`src/rtl/mini16_trace_buffer_pkg.sv`:
```
// rtl/mini16_trace_buffer_pkg.sv - shared types and helpers for the mini16 write-event tracer
// Purpose: capture-state encoding, entry field widths and index-width helpers.
// Ports:   none (package).
package mini16_trace_buffer_pkg;

  typedef enum logic [1:0] {
    ST_IDLE  = 2'd0,
    ST_ARMED = 2'd1,
    ST_POST  = 2'd2,
    ST_DONE  = 2'd3
  } state_t;

  // Channel id field is fixed at 4 bits so up to 16 channels fit in an entry.
  localparam int CH_W = 4;

  // Entry layout, MSB to LSB: {timestamp, channel, addr, data}.
  function automatic int entry_width(input int ts_w, input int a_w, input int d_w);
    return ts_w + CH_W + a_w + d_w;
  endfunction

  // Index width that stays legal for a single-element vector.
  function automatic int idx_width(input int n);
    return (n > 1) ? $clog2(n) : 1;
  endfunction

endpackage

```
`src/rtl/mini16_trace_buffer_arb.sv`:
```
// rtl/mini16_trace_buffer_arb.sv - round-robin arbiter choosing one pending trace slot per cycle
// Purpose: picks the first requester at or after the rotating pointer; the pointer
//          moves one past the winner whenever the grant is consumed.
// Ports:   clk, reset_n (async, active-low), clear (pointer back to 0),
//          en (grant consumed this cycle), req (per-slot request),
//          grant (one-hot), idx (winner index), any (some request present).
module mini16_trace_buffer_arb
  import mini16_trace_buffer_pkg::*;
#(
  parameter int N  = 4,
  parameter int IW = idx_width(N)
) (
  input  logic          clk,
  input  logic          reset_n,
  input  logic          clear,
  input  logic          en,
  input  logic [N-1:0]  req,
  output logic [N-1:0]  grant,
  output logic [IW-1:0] idx,
  output logic          any
);

  logic [IW-1:0] ptr;
  int            j;

  always_comb begin
    grant = '0;
    idx   = '0;
    any   = 1'b0;
    j     = 0;
    for (int k = 0; k < N; k++) begin
      j = int'(ptr) + k;
      if (j >= N) j = j - N;
      if (!any && req[j]) begin
        any      = 1'b1;
        grant[j] = 1'b1;
        idx      = IW'(j);
      end
    end
  end

  always_ff @(posedge clk or negedge reset_n) begin
    if (!reset_n) begin
      ptr <= '0;
    end else if (clear) begin
      ptr <= '0;
    end else if (en && any) begin
      ptr <= (int'(idx) == N - 1) ? '0 : idx + IW'(1);
    end
  end

endmodule

```
`src/rtl/mini16_trace_buffer.sv`:
```
// rtl/mini16_trace_buffer.sv - multi-channel write-event tracer with arm/trigger/post-trigger capture
// Purpose: snoops CHANNELS write ports, stores {ts, ch, addr, data} entries in a
//          circular RAM, freezes after the post-trigger window for readout.
// Ports:   clk, reset_n (async, active-low); ch_we/ch_addr/ch_data (packed per channel);
//          arm, trig_ext, trig_en, trig_addr, post_count (capture control);
//          rd_addr -> rd_data/rd_valid (registered readout, index 0 = oldest);
//          state, count, dropped (status).
module mini16_trace_buffer
  import mini16_trace_buffer_pkg::*;
#(
  parameter int CHANNELS  = 4,
  parameter int WIDTH_D   = 32,
  parameter int WIDTH_A   = 10,
  parameter int DEPTH_BUF = 6,
  parameter int WIDTH_TS  = 16
) (
  input  logic                          clk,
  input  logic                          reset_n,
  input  logic [CHANNELS-1:0]           ch_we,
  input  logic [CHANNELS*WIDTH_A-1:0]   ch_addr,
  input  logic [CHANNELS*WIDTH_D-1:0]   ch_data,
  input  logic                          arm,
  input  logic                          trig_ext,
  input  logic                          trig_en,
  input  logic [WIDTH_A-1:0]            trig_addr,
  input  logic [DEPTH_BUF-1:0]          post_count,
  input  logic [DEPTH_BUF-1:0]          rd_addr,
  output logic [WIDTH_TS+CH_W+WIDTH_A+WIDTH_D-1:0] rd_data,
  output logic                          rd_valid,
  output logic [1:0]                    state,
  output logic [DEPTH_BUF:0]            count,
  output logic [15:0]                   dropped
);

  localparam int EW = entry_width(WIDTH_TS, WIDTH_A, WIDTH_D);
  localparam int NB = 1 << DEPTH_BUF;
  localparam int IW = idx_width(CHANNELS);

  state_t                state_q, state_d;
  logic [WIDTH_TS-1:0]   ts;
  logic [CHANNELS-1:0]   full, grant, match;
  logic [EW-1:0]         slot [CHANNELS];
  logic [IW-1:0]         gidx;
  logic                  gany;
  logic [DEPTH_BUF-1:0]  wptr, post_left, phys;
  logic [EW-1:0]         ram [NB];
  logic                  capture, wr_en, trig, is_done;
  logic [4:0]            drop_n;
  logic [16:0]           drop_sum;

  mini16_trace_buffer_arb #(.N(CHANNELS), .IW(IW)) u_arb (
    .clk     (clk),
    .reset_n (reset_n),
    .clear   (arm),
    .en      (wr_en),
    .req     (full),
    .grant   (grant),
    .idx     (gidx),
    .any     (gany)
  );

  always_comb begin
    match = '0;
    for (int i = 0; i < CHANNELS; i++)
      match[i] = ch_we[i] && (ch_addr[i*WIDTH_A +: WIDTH_A] == trig_addr);
  end

  // FSM state register
  always_ff @(posedge clk or negedge reset_n) begin
    if (!reset_n) state_q <= ST_IDLE;
    else          state_q <= state_d;
  end

  // FSM next state; arm overrides any trigger in the same cycle
  always_comb begin
    state_d = state_q;
    if (arm) begin
      state_d = ST_ARMED;
    end else begin
      case (state_q)
        ST_ARMED: if (trig) state_d = (post_count == '0) ? ST_DONE : ST_POST;
        ST_POST:  if (wr_en && post_left == DEPTH_BUF'(1)) state_d = ST_DONE;
        default:  state_d = state_q;
      endcase
    end
  end

  // FSM outputs
  always_comb begin
    capture = (state_q == ST_ARMED || state_q == ST_POST) && !arm;
    is_done = (state_q == ST_DONE);
    trig    = (state_q == ST_ARMED) && !arm && (trig_ext || (trig_en && |match));
    wr_en   = capture && gany;
  end

  // A strobe is lost only if its slot stays occupied past this cycle.
  always_comb begin
    drop_n = '0;
    for (int i = 0; i < CHANNELS; i++)
      if (capture && ch_we[i] && full[i] && !grant[i]) drop_n = drop_n + 5'd1;
    drop_sum = {1'b0, dropped} + 17'(drop_n);
  end

  always_ff @(posedge clk or negedge reset_n) begin
    if (!reset_n) begin
      full <= '0;
      for (int i = 0; i < CHANNELS; i++) slot[i] <= '0;
    end else begin
      for (int i = 0; i < CHANNELS; i++) begin
        if (!capture) begin
          full[i] <= 1'b0;
        end else if (ch_we[i] && (!full[i] || grant[i])) begin
          full[i] <= 1'b1;
          slot[i] <= {ts, CH_W'(i), ch_addr[i*WIDTH_A +: WIDTH_A], ch_data[i*WIDTH_D +: WIDTH_D]};
        end else if (grant[i]) begin
          full[i] <= 1'b0;
        end
      end
    end
  end

  always_ff @(posedge clk or negedge reset_n) begin
    if (!reset_n) begin
      ts        <= '0;
      wptr      <= '0;
      count     <= '0;
      dropped   <= '0;
      post_left <= '0;
    end else begin
      ts <= ts + 1'b1;
      if (arm) begin
        wptr    <= '0;
        count   <= '0;
        dropped <= '0;
      end else begin
        if (wr_en) begin
          wptr <= wptr + 1'b1;
          if (count != (DEPTH_BUF+1)'(NB)) count <= count + 1'b1;
        end
        dropped <= drop_sum[16] ? 16'hFFFF : drop_sum[15:0];
      end
      if (trig)                             post_left <= post_count;
      else if (state_q == ST_POST && wr_en) post_left <= post_left - 1'b1;
    end
  end

  always_ff @(posedge clk) begin
    if (wr_en) ram[wptr] <= slot[gidx];
  end

  // Once the buffer has wrapped, the oldest entry sits at the write pointer.
  assign phys = ((count == (DEPTH_BUF+1)'(NB)) ? wptr : '0) + rd_addr;

  always_ff @(posedge clk or negedge reset_n) begin
    if (!reset_n) begin
      rd_data  <= '0;
      rd_valid <= 1'b0;
    end else begin
      rd_valid <= is_done;
      rd_data  <= is_done ? ram[phys] : '0;
    end
  end

  assign state = state_q;

endmodule

```
`config.mk`:
```
export PLATFORM = sky130hd
export DESIGN_NAME = mini16_trace_buffer
export DESIGN_NICKNAME = d
export VERILOG_FILES = /design/src/rtl/mini16_trace_buffer_pkg.sv /design/src/rtl/mini16_trace_buffer_arb.sv /design/src/rtl/mini16_trace_buffer.sv
export SDC_FILE = /design/constraint.sdc
export NUM_CORES = 2
export LEC_CHECK = 0
export ABC_AREA = 1
export CAP_MARGIN = 20
export CORE_ASPECT_RATIO = 2
export CORE_MARGIN = 2
export CORE_UTILIZATION = 56
export CTS_BUF_LIST = sky130_fd_sc_hd__clkbuf_4 sky130_fd_sc_hd__clkbuf_8 sky130_fd_sc_hd__clkbuf_16
export DETAILED_ROUTE_END_ITERATION = 16
export PLACE_DENSITY_LB_ADDON = 0.2
export SYNTH_ARGS = -nofsm -noshare
export SYNTH_HDL_FRONTEND = slang
export SYNTH_SLANG_ARGS = --single-unit
```
`constraint.sdc`:
```
create_clock -name clk -period 4.9 [get_ports clk]
set_input_delay 0.98 -clock clk [delete_from_list [all_inputs] [get_ports clk]]
set_output_delay 0.98 -clock clk [all_outputs]
set_load 0.1 [all_outputs]
```
==> metrics.md <==
| Metric | Value |
|---|---|
| Status | `finished, final reports clean` |
| Post-CTS Setup Inserts | `0` |
| Crit-path max FO | `48` |
| Full die area | `307000 sq um` |
| Synthesized area | `169000 sq um` |
| Worst rel slew slack | `20.5%` |
| Leakage | `70.3 nW` |
| Top FF cell, synth | `edfxtp_1` |
| Final Core Density | `64.3%` |
| Fin crit share | `95.2%` |
| Syn Area/Cell | `12.6 sq um` |
| Placed inst area | `182000 sq um` |
| Number of remaining DRC errors | `0` |
| Effective utilization at floorplan | `56.2%` |
| DR WL/cell | `29.1 microns` |
| RSZ-0062 raised after global routing | `false` |
| Vias in the first global route | `116000` |
| Post-synthesis adder-cell area fraction | `0.238%` |
| Compound-Gate Fraction of Synth Area | `11.0%` |
| Pwr dens | `617 nW/um^2` |
| Pre-CTS setup slack | `0.0585 ns` |
| # fillers | `22000` |
| # IOs | `287` |
| H-tree Lvls | `5` |
| Clock Sinks | `4195` |
| Synth top area cells | `edfxtp_1, nand2_1, a21oi_1` |
| Max Buffers Root-to-Sink | `4` |
| Worst Setup SP | `count[0]$_DFFE_PN0P_` |
| WP data required | `5.79 ns` |
| CP max-delay cell | `fa_4` |
| Clock Tree Root | `clkbuf_16` |
| Yosys warning count | `0` |
| Reg-to-Reg Start | `count[0]$_DFFE_PN0P_` |
| Fin area | `194000 sq um` |
| WP data arrival | `5.56 ns` |
| Worst path cell trace | `inv_1 -> ha_1 -> nand2_1 -> nor4_2 -> buf_4 -> inv_1 -> nor2_1 -> ha_4 -> fa_4 -> clkinv_8 -> buf_12 -> buf_12 -> a21oi_1 -> a32o_1 -> nand2_1 -> o21ai_0 -> nand2_1 -> nand2_1 -> nand2_1 -> nor2_1 -> nor2_1 -> buf_4` |
| Final setup margin | `0.238 ns` |
| Count of different cell masters after synthesis | `48` |
| Yosys reg bits | `4195` |
| # setup viols final | `0` |
| Max Fclk | `214 MHz` |
| Multiplexer share of the synthesized area | `2.09%` |
| Worst Setup Start Kind | `register` |
| Share of post-route cells with drive strength above 1 | `9.95%` |
| Skew-Pair Late Insertion Delay | `0.95 ns` |
| CTS tree | `yes` |
| Antenna viol nets, final | `0` |
| Crit. End Element | `register` |
| Routed vias/inst | `6.41` |
| CP Class | `reg2reg` |
| MaxCap Viol Count | `0` |
| Total global routing overflow | `0` |
| Post-synth EDFFs | `3840` |
| Main combinational cell family by area after synthesis | `compound AO/OA/AOI/OAI gates` |
| First-pass GRT wire length | `759000 microns` |
| Worst Hold Class | `in2async` |
| Max VDD drop | `1.10 mV` |
| Cts bufs inserted | `353` |
| Final Slew Violations | `0` |
| Fin nets | `14100` |
| R2R depth | `22` |
| Drt initial violations | `14100` |
| Total track usage | `33.9%` |
| Area share of and/or/nand/nor cells after synthesis | `10.3%` |
| Worst Clk Skew | `0.0520 ns` |
| Reg2reg end | `rd_data[18]$_DFF_PN0_` |
| Async S/R FF share, synth | `8.46%` |
| Largest net degree at the start of global routing | `162` |
| CTS clk-pin slew, worst paths | `0.07 ns` |
| DR pass1 iterations | `10` |
| Top-area cell type share of the netlist area | `68.0%` |
| Syn Inst Count | `13500` |
| Fin. Hold Viols | `0` |
| Count leader, synth | `edfxtp_1` |
| Crit-path most repeated cell | `nand2_1` |
| Post-layout min period | `4.66 ns` |
| Initial antenna violation count | `24` |
| Worst slew pin tran | `1.19 ns` |
| Std-Cell Rows | `285` |
| Worst path max stage delay | `0.81 ns` |
| Routed via count | `116000` |
| Die W | `393 microns` |
| Xor/xnor share of the synthesized area | `0.222%` |
| HPWL after DPL | `311000 microns` |
| DRT Wirelength | `528000 microns` |
| Gpl congestion | `0.892` |
| Commonest cells in the netlist | `edfxtp_1, nand2_1, a21oi_1` |
| Die Height | `782 microns` |
| R2r setup slk | `0.24 ns` |
| Seq/Total Area, Yosys | `73.3%` |
| Core ar. | `301000 sq um` |
| Cell taking the most area after synthesis | `edfxtp_1` |
| Area growth, synth to finish | `14.2%` |
| Input/output buffers | `284` |
==> metrics by stage <==
step	instances	hold slack (ns)	setup TNS [ns]	total power, W
floorplan	13500	0.435	-1512.78	0.0771
global placement	17500	0.449	-0.667	0.0897
detailed placement	17500	0.452	0	0.0910
CTS	18100	0.0236	0	0.119
global route	18100	0.0542	0	0.123
finish	18100	0.00914	0	0.119
==> sequential cells by signal, summed over array words and instances (netlist names), 6 cells and up <==
| name | cells |
|---|---|
| wptr | 6 |
| dropped | 16 |
| ram | 3840 |
| count | 7 |
| slot | 235 |
| rd_data | 60 |
| ts | 16 |
| post_left | 6 |
==> repair_timing <==
item	CTS	global route
endpoints found under the hold margin	0	0
setup endpoints to repair	0	19
resized for setup	0	13
hold buffers	0	0
==> placed cells by master (no fill, tap or decap), drive strengths merged, types with 29 or more instances in the layout <==
| master | count |
|---|---|
| edfxtp | 3840 |
| nand2 | 3508 |
| a21oi | 1916 |
| a22oi | 885 |
| buf | 635 |
| nand3 | 478 |
| clkbuf | 458 |
| nor2 | 401 |
| dfrtp | 355 |
| mux2i | 354 |
| inv | 315 |
| o21ai | 307 |
| clkdlybuf4s50 | 282 |
| clkinv | 135 |
| a32o | 59 |
| ha | 29 |
==> critical path: cells and delay by family, from the launching register on <==
kind | cells | cell delay, ns
compound gates | 3 | 0.44
buf+inv | 7 | 1.39
flops | 1 | 0.40
simple gates | 9 | 1.11
fa+ha+maj | 3 | 1.16
==> power breakdown <==
group	leakage, nW	internal, W	switching [W]
combinational	24.9	0.00507	0.0260
clock	5.83	0.0158	0.0130
sequential	39.5	0.0589	0.000747
total	70.3	0.0797	0.0397
==> worst max path at each step <==
| stage | slack [ns] | cells past startpoint | end |
|---|---|---|---|
| after floorplan | -0.43 | 8 | ram[12][0]$_DFFE_PP_ |
| after global placement | -0.12 | 23 | dropped[10]$_DFF_PN0_ |
| after detailed placement | 0.06 | 14 | rd_data[19]$_DFF_PN0_ |
| after CTS | 0.18 | 21 | rd_data[8]$_DFF_PN0_ |
| after global routing | 0.02 | 33 | dropped[15]$_DFF_PN0_ |
| final | 0.24 | 22 | rd_data[18]$_DFF_PN0_ |
==> area by class of cell <==
type	count	area [sq um]	share of cell area [%]
sequential	4195	124000	64.1
antenna	10	25.0	0.0129
inverter	305	1190	0.616
timing repair buffer	917	10400	5.38
multi-input combinational	8054	41000	21.2
tap	4018	5030	2.60
clock inverter	191	1870	0.968
clock buffer	458	9850	5.09
==> kinds of logic after synthesis <==
group | Yosys count
AOI/OAI and AO/OA | 3192
muxes | 354
DFF | 4195
xor gates and xnor gates | 43
buffers and inverters | 1215
other | 1
and+or+nand+nor | 4431
adders and majority gates | 31
==> routing by layer <==
layer | vias to the layer above | part of all wire, % | track usage (%)
li1 | 49600 | - | -
met1 | 57800 | 34 | 40.3
met2 | 7045 | 50 | 57.4
met3 | 1806 | 9.0 | 5.06
met4 | 16 | 7.6 | 22.1
met5 | - | 0.020 | 0
(Power assumes the default switching activity.)
